File: src/rtl/fetch_unit.sv
// fetch_unit: instruction-fetch front end holding PC/MAR/IR, with a timed-out memory read
// handshake, mid-fetch jumps and back-to-back fetches.
module fetch_unit #(
    parameter int DATA_W   = 8,
    parameter int ADDR_W   = 8,
    parameter int OPC_W    = 5,
    parameter int RESET_PC = 0,
    parameter int MAX_WAIT = 15
) (
    input  logic                    i_clk,
    input  logic                    i_rst_n,
    input  logic                    i_fetch_go,
    input  logic                    i_ir_take,
    input  logic                    i_pc_load,
    input  logic [DATA_W-1:0]       i_busc,
    input  logic                    i_err_clr,
    input  logic [DATA_W-1:0]       i_mem_rdata,
    input  logic                    i_mem_ack,
    output logic                    o_mem_req,
    output logic [ADDR_W-1:0]       o_bus_dir,
    output logic [OPC_W-1:0]        o_opcode,
    output logic [DATA_W-OPC_W-1:0] o_operand,
    output logic [ADDR_W-1:0]       o_pc,
    output logic                    o_ir_valid,
    output logic                    o_busy,
    output logic                    o_timeout_err
);
    localparam int CNT_W = $clog2(MAX_WAIT + 1);
    typedef enum logic [1:0] {IDLE = 2'd0, REQ = 2'd1, VALID = 2'd2} state_t;

    state_t             r_state, w_next;
    logic [ADDR_W-1:0]  r_pc, r_mar, r_jmp_tgt;
    logic [DATA_W-1:0]  r_ir;
    logic [CNT_W-1:0]   r_wait_cnt;
    logic               r_jmp_pend, r_timeout_err;
    logic [ADDR_W-1:0]  w_busc, w_jmp_tgt;
    logic               w_jmp_pend, w_timeout, w_b2b;

    assign w_busc     = ADDR_W'(i_busc);
    assign w_timeout  = (r_state == REQ) && !i_mem_ack && (r_wait_cnt == CNT_W'(MAX_WAIT - 1));
    assign w_b2b      = (r_state == VALID) && i_ir_take && i_fetch_go;
    // a jump landing in the same cycle as the ack still takes effect
    assign w_jmp_pend = r_jmp_pend | i_pc_load;
    assign w_jmp_tgt  = i_pc_load ? w_busc : r_jmp_tgt;

    always_ff @(posedge i_clk or negedge i_rst_n) begin
        if (!i_rst_n) r_state <= IDLE;
        else          r_state <= w_next;
    end

    always_comb begin
        w_next = r_state;
        case (r_state)
            IDLE:    w_next = (!i_pc_load && i_fetch_go) ? REQ : IDLE;
            REQ:     w_next = i_mem_ack ? VALID : (w_timeout ? IDLE : REQ);
            VALID:   w_next = i_ir_take ? (i_fetch_go ? REQ : IDLE) : VALID;
            default: w_next = IDLE;
        endcase
    end

    always_comb begin
        o_mem_req  = (r_state == REQ);
        o_ir_valid = (r_state == VALID);
        o_busy     = (r_state != IDLE) && (r_state != VALID);
    end

    always_ff @(posedge i_clk or negedge i_rst_n) begin
        if (!i_rst_n) begin
            r_pc       <= ADDR_W'(RESET_PC);
            r_mar      <= '0;
            r_ir       <= '0;
            r_wait_cnt <= '0;
            r_jmp_pend <= 1'b0;
            r_jmp_tgt  <= '0;
        end else begin
            case (r_state)
                IDLE: begin
                    if (i_pc_load) r_pc <= w_busc;
                    else if (i_fetch_go) begin
                        r_mar      <= r_pc;
                        r_wait_cnt <= '0;
                    end
                end
                REQ: begin
                    if (i_mem_ack) begin
                        r_ir       <= i_mem_rdata;
                        r_pc       <= w_jmp_pend ? w_jmp_tgt : r_pc + ADDR_W'(1);
                        r_jmp_pend <= 1'b0;
                    end else if (w_timeout) begin
                        r_pc       <= w_jmp_pend ? w_jmp_tgt : r_pc;
                        r_jmp_pend <= 1'b0;
                    end else begin
                        r_wait_cnt <= r_wait_cnt + CNT_W'(1);
                        r_jmp_pend <= w_jmp_pend;
                        r_jmp_tgt  <= w_jmp_tgt;
                    end
                end
                VALID: begin
                    if (i_pc_load) r_pc <= w_busc;
                    if (w_b2b) begin
                        r_mar      <= i_pc_load ? w_busc : r_pc;
                        r_wait_cnt <= '0;
                    end
                end
                default: ;
            endcase
        end
    end

    always_ff @(posedge i_clk or negedge i_rst_n) begin
        if (!i_rst_n)       r_timeout_err <= 1'b0;
        else if (w_timeout) r_timeout_err <= 1'b1;
        else if (i_err_clr) r_timeout_err <= 1'b0;
    end

    assign o_bus_dir     = r_mar;
    assign o_pc          = r_pc;
    assign o_opcode      = r_ir[DATA_W-1 -: OPC_W];
    assign o_operand     = r_ir[DATA_W-OPC_W-1:0];
    assign o_timeout_err = r_timeout_err;
endmodule
File: config.mk
export PLATFORM = sky130hd
export DESIGN_NAME = fetch_unit
export DESIGN_NICKNAME = d
export VERILOG_FILES = /design/src/rtl/fetch_unit.sv
export SDC_FILE = /design/constraint.sdc
export NUM_CORES = 1
export LEC_CHECK = 0
export CORE_MARGIN = 3
export CORE_UTILIZATION = 45
export CTS_CLUSTER_SIZE = 24
export DETAILED_ROUTE_END_ITERATION = 8
export PLACE_DENSITY = 0.69
export SYNTH_ARGS = -nofsm -noshare
export SYNTH_HDL_FRONTEND = slang
export SYNTH_SLANG_ARGS = --single-unit
File: constraint.sdc
create_clock -name i_clk -period 2.5 [get_ports i_clk]
set_clock_uncertainty 0.15 [all_clocks]
set_input_delay 0.625 -clock i_clk [delete_from_list [all_inputs] [get_ports i_clk]]
set_output_delay 0.625 -clock i_clk [all_outputs]
set_load 0.05 [all_outputs]
# Yosys cells after proc, flatten, opt, wreduce, memory -nomap -nowiden
# Cells that the tools add are included.
[word_totals]
register_bits = 40
in_bits = 23
output_inout_bits = 28
elab_cells = 71
[classes]
n_addsub = 2
eq_ne = 11
muxes = 27
bitwise_logic = 3
reduce_logical = 20
[op_table]
columns = ["op", "n"]
rows = [
  ["$mux W8", 9],
  ["$pmux W8 S2", 2],
  ["$mux W4", 5],
  ["$pmux W4 S3", 1],
  ["$ne A2 B2 Y1 const B", 5],
  ["$add A8 B1 Y8 const B", 1],
  ["$reduce_bool A2 Y1", 4],
  ["$mux W1", 7],
  ["$logic_and A1 B1 Y1", 6],
  ["$ne A3 B2 Y1 const B", 2],
  ["$pmux W2 S3", 1],
  ["$reduce_and A3 Y1", 2],
  ["$reduce_and A6 Y1", 1],
  ["$add A4 B1 Y4 const B", 1],
  ["$eq A4 B4 Y1 const B", 1],
  ["$mux W2", 2],
  ["$reduce_and A4 Y1", 1],
  ["$reduce_bool A3 Y1", 1],
  ["$eq A2 B1 Y1 const B", 1],
  ["$eq A2 B2 Y1 const B", 1],
  ["$logic_not A1 Y1", 2],
  ["$logic_not A2 Y1", 1],
  ["$ne A2 B1 Y1 const B", 1],
  ["$not A1 Y1", 2],
  ["3 further kinds", 3],
]

# Depth between registers and ports, before layout
# Gate-level depths: netlist (run 1).
[logic_depth]
depth_word = 6
ltp_mapped = 6
mapped_depth_nobuf = 6

# Worst setup path before layout (run 1)
# Ideal clock, no wire load.
[synth_timing]
path_type = "input-to-reg"
startpoint = "in i_mem_ack"
endpoint = "reg r_jmp_tgt[0]"
setup_ps = 125
arrival_time_ps = 1638
required_ps = 2225
setup_slack_ps = 587
cell_stages = 5
n_path_buf = 1
path_cell_list = "or3b_1 -> buf_2 -> nor2_4 -> nand2_4 -> mux2_4"
[synth_via]
elab_chain_len = 5
elab_cells_between_ends = 6
classes_between = "2 x bitwise; 4 x reduce/logical"
[synth_rtl]
columns = ["element", "line", "rtl"]
rows = [
  ["start: declaration", "18", "input logic i_mem_ack,"],
  ["$logic_not A1 Y1", "40", "assign w_timeout = (r_state == REQ) && !i_mem_ack && (r_wait_cnt == CNT_W'(MAX_WAIT - 1));"],
  ["$logic_and A1 B1 Y1 (2 in series)", "40", ""],
  ["$not A1 Y1 (no line)", "--", ""],
  ["$reduce_and A3 Y1 (no line) *", "--", ""],
  ["end signal: assignment", "95", "r_jmp_tgt <= w_jmp_tgt;"],
  ["end: declaration", "32", "logic [ADDR_W-1:0] r_pc, r_mar, r_jmp_tgt;"],
]
# Mark *: on every way between the ends. The rest lies on a longest branch, timed or not.
# A chain may end at the register's enable or synchronous reset.

# Worst setup path in the final report (run 1)
[layout_timing]
startpoint = "reg r_pc[0], in the netlist o_pc[0]"
endpoint = "out o_pc[0]"
[layout_rtl]
columns = ["element", "line", "rtl"]
rows = [
  ["start: declaration", "32", ""],
  ["start signal: assignment", "69", "r_pc <= ADDR_W'(RESET_PC);"],
  ["start signal: assignment", "78", "if (i_pc_load) r_pc <= w_busc;"],
  ["start signal: assignment", "87", "r_pc <= w_jmp_pend ? w_jmp_tgt : r_pc + ADDR_W'(1);"],
  ["end: declaration", "23", "output logic [ADDR_W-1:0] o_pc,"],
]
# No word-level cell between the ends.

==> metrics.md, run 1 <==
| Metric | Value |
|---|---|
| Number of buffers created by CTS | 5 |
| Warning count from the yosys run | 0 |
| Compound-gate portion of the synthesized area | 0.144 |
| Pin slew with the least headroom to its limit | 0.505 ns |
| Number of nets in the layout | 298 |
| Overall overflow remaining after global route | 0 |
| Die Span X | 76.7 µm |
| Largest family of logic cells by synthesized area | simple AND/OR/NAND/NOR gates |
| Hold-fix buffers at CTS | 0 |
| Final setup violation count | 0 |
| Syn Std Cell Area | 2250 µm² |
| Share of cell area taken by muxes after synthesis | 0.151 |
| Setup Fix Bufs, Post-CTS | 0 |
| # placed instances | 332 |
| Count of final hold-check violations | 0 |
| Sinks on Clock Net | 40 |
| Kind of end point of the critical path | output pin |
| Highest-delay cell along the critical path | sky130_fd_sc_hd__clkdlybuf4s50_1 |
| Number of flops mapped to enable cells by yosys | 0 |
| Initial antenna violation count | 0 |
| Via count of the first global-routing pass | 1728 |
| Antenna diode count | 0 |
| Area occupied by multi-input gates | 1150 µm² |
| Largest area contributor in the netlist | sky130_fd_sc_hd__dfrtp_1 |
| Number of buffer and inverter stages on the critical path | 1 |
| RSZ-0062 raised after global routing | no |
| Yosys cell types | 48 |
| Series of cell instances along the critical path | clkdlybuf4s50_1 |
| Class of the most critical hold timing path | in2async |
| Critical path data arrival time | 1.67 ns |
| Period Utilization, post-route | 0.980 |
| Final routed wire length divided by cell count | 14.7 µm |
| Status | finished, final reports clean |
| Synthesized-area fraction occupied by adder cells | 0.0167 |
| Data required time of the worst path | 1.73 ns |
| Gate count of the mapped netlist | 214 |
| Avg Synthesized Cell Area | 10.5 µm² |
| Time the worst path needs with I/O delays and setup | 2.45 ns |
| Syn nets | 240 |
| Clock-pin slew on the worst setup and hold paths | 0.07 ns |
| Areal power density over the cells | 1280 nW/µm² |
| DRC violation count after routing | 0 |
| Total length of routed wires | 5.00 mm |
| Simple logic cell fraction of the synthesized area | 0.180 |
| Setup crit start kind | flop |
| Overall power | 3.82 mW |
| Maximum Capacitance Violations | 0 |
| Post-synthesis xor/xnor area fraction | 0.0195 |
| Share of final-layout standard cells stronger than drive strength 1 | 0.187 |
| Slew Limit Headroom | 0.662 |
| 1st-pass router iterations | 4 |
| P&R area growth vs syn | 32.7% |
| Post-route ant nets | 0 |
| Num rows | 25 |
| Largest stage delay on the critical path | 0.86 ns |
| Root cell of the clock tree | sky130_fd_sc_hd__clkbuf_8 |
| Number of slew-limit violations in the final report | 0 |
| Final HPWL DP | 3.67 mm |
| CTS tree | built |
| Vias per inst | 5.10 |
| Weighted congestion at the end of routability-driven global placement | 0.815 |
| Primary FF master, synth | sky130_fd_sc_hd__dfrtp_1 |
| Most used cells in the layout excluding fill and tap cells | sky130_fd_sc_hd__clkdlybuf4s50_1, sky130_fd_sc_hd__dfrtp_1, sky130_fd_sc_hd__nand2_1, sky130_fd_sc_hd__buf_4, sky130_fd_sc_hd__o21ai_0 |
| Top-area cell type share of the netlist area | 0.445 |
| Proportion of synthesized flip-flops having asynchronous set or reset | 1.00 |
| Storage element area | 1000 µm² |
| Total negative slack for setup checks | 0 ns |
| Largest net degree at the start of global routing | 41 |
| DR vias | 1734 |
| IO Port Bufs | 50 |
| Layout fillers | 428 |
| Flop and latch count out of synthesis | 40 |
| Maximum buffer depth of the clock tree | 2 |
| Die H | 76.7 µm |
| Htree depth | 2 |
| Maximum clock rate | 408 MHz |
| Seq/Total Area, Yosys | 0.445 |
| Highest net fanout along the worst path | 9 |
| Number of gates resized after cts | 0 |
| Class of the most critical setup path | reg2out |
| Post-place setup slack | 0.0509 ns |
| Cell area reported after detailed placement | 2880 µm² |
| Total core area | 4790 µm² |
| Post-Layout Inst Area | 2980 µm² |
| Initial drt markers | 106 |
| Cell Count, Final, Fillers Out | 340 |
| Most frequent standard cell in the layout excluding fill and tap cells | sky130_fd_sc_hd__clkdlybuf4s50_1 |
| Highest ir drop seen on vdd | 0.753 mV |
| Wire length of the first global-routing pass | 8.64 mm |
| Global router's overall resource usage | 0.185 |
| Final setup slack of the worst path | 0.0508 ns |
| Effective utilization at floorplan | 0.470 |
| CP top delay family | buffers and inverters |
| Leakage power summed over all cells | 1.37 nW |
| Io pins | 51 |
| Cells taking the most area after synthesis | sky130_fd_sc_hd__dfrtp_1, sky130_fd_sc_hd__mux2i_1, sky130_fd_sc_hd__mux2_4 |
| Overall die area | 5880 µm² |
| Clock latency of the later-clocked register in the worst-skew pair | 0.29 ns |
[worst reg2reg max path, delay by kind of cell (launching register included)]
kind | cells | cell delay [ns]
AOI/OAI and AO/OA | 2 | 0.23
and+or+nand+nor | 2 | 0.68
DFF | 1 | 0.54
buffers and inverters | 1 | 0.25
[registers in the layout, indices dropped and copies added, names as in the netlist]
signal,flops
o_bus_dir,8
o_pc,8
o_timeout_err,1
r_ir,8
r_jmp_pend,1
r_jmp_tgt,8
r_state,2
r_wait_cnt,4
[per-layer routing]
metal  share of wire  track usage  vias up
met4           0.014       0.0652        0
met5               0            0        -
li1                -            -      877
met3           0.050       0.0411        7
met2            0.44        0.267       41
met1            0.49        0.271      809
[logic make-up after synthesis]
kind of cell               Yosys count
buffers and inverters               19
xor gates and xnor gates             5
AOI/OAI and AO/OA                   46
and+or+nand+nor                     72
DFF                                 40
muxes                               29
adders and majority gates            3
[where the power goes]
group / total [mW] / switching, mW / internal, mW / leakage, nW
logic: 2.09 / 1.25 / 0.841 / 0.817
clock network: 0.522 / 0.226 / 0.296 / 0.0552
registers: 1.20 / 0.267 / 0.934 / 0.493
total: 3.82 / 1.75 / 2.07 / 1.37
[cell usage after synthesis (all sizes together), types with 2 or more instances]
master and n:
o21ai 18, dfrtp 40, a21oi 7, nor3 2, nor2 10, o31ai 2
nor2b 6, nand3 9, mux2 16, and2 3, xnor2 2, ha 3
or3b 2, buf 8, a211o 2, a211oi 3, inv 6, o221ai 3
nor3b 3, xor2 3, mux2i 13, nand2b 7, and3 4, clkbuf 5
o311ai 2, nand2 22
[area by class of cell]
cell class | count | share of cell area
clock buffers | 6 | 0.0243
clock inverters | 2 | 0.0117
inverters | 6 | 0.00755
multi-input cells | 155 | 0.385
flip-flops and latches | 40 | 0.336
well taps | 67 | 0.0281
repair buffers | 64 | 0.207
[through the flow]
stage	hold slack, ns	utilization
global route	0.262	0.623
global placement	0.310	0.601
finish	0.219	0.623
CTS	0.247	0.623
floorplan	0.179	-
detailed placement	0.320	0.601
[final timing paths]
check,start,endpoint,slack [ns],cells past startpoint
worst max register to register,r_state[0]$_DFF_PN0_,o_pc[2]$_DFFE_PN0P_,0.53,5
worst min-delay path,i_rst_n,o_bus_dir[5]$_DFFE_PN0P_,0.22,2
worst max-delay path,o_pc[0]$_DFFE_PN0P_,o_pc[0],0.05,1
max in group asynchronous,i_rst_n,r_jmp_tgt[6]$_DFFE_PN0N_,1.63,2
worst min register to register,o_bus_dir[7]$_DFFE_PN0P_,o_bus_dir[7]$_DFFE_PN0P_,0.33,2
min in group i_clk,o_bus_dir[7]$_DFFE_PN0P_,o_bus_dir[7]$_DFFE_PN0P_,0.33,2
(Power assumes the default switching activity.)
==> run 2, diff against run 1 <==
--- a/config.mk
+++ b/config.mk
@@ -5,6 +5,7 @@
 export SDC_FILE = /design/constraint.sdc
 export NUM_CORES = 1
 export LEC_CHECK = 0
+export ABC_CLOCK_PERIOD_IN_PS = 2500
 export CORE_MARGIN = 3
 export CORE_UTILIZATION = 45
 export CTS_CLUSTER_SIZE = 24
==> results of run 2 <==
Same layout as run 1: the final DEF is identical, and so are final timing and power.
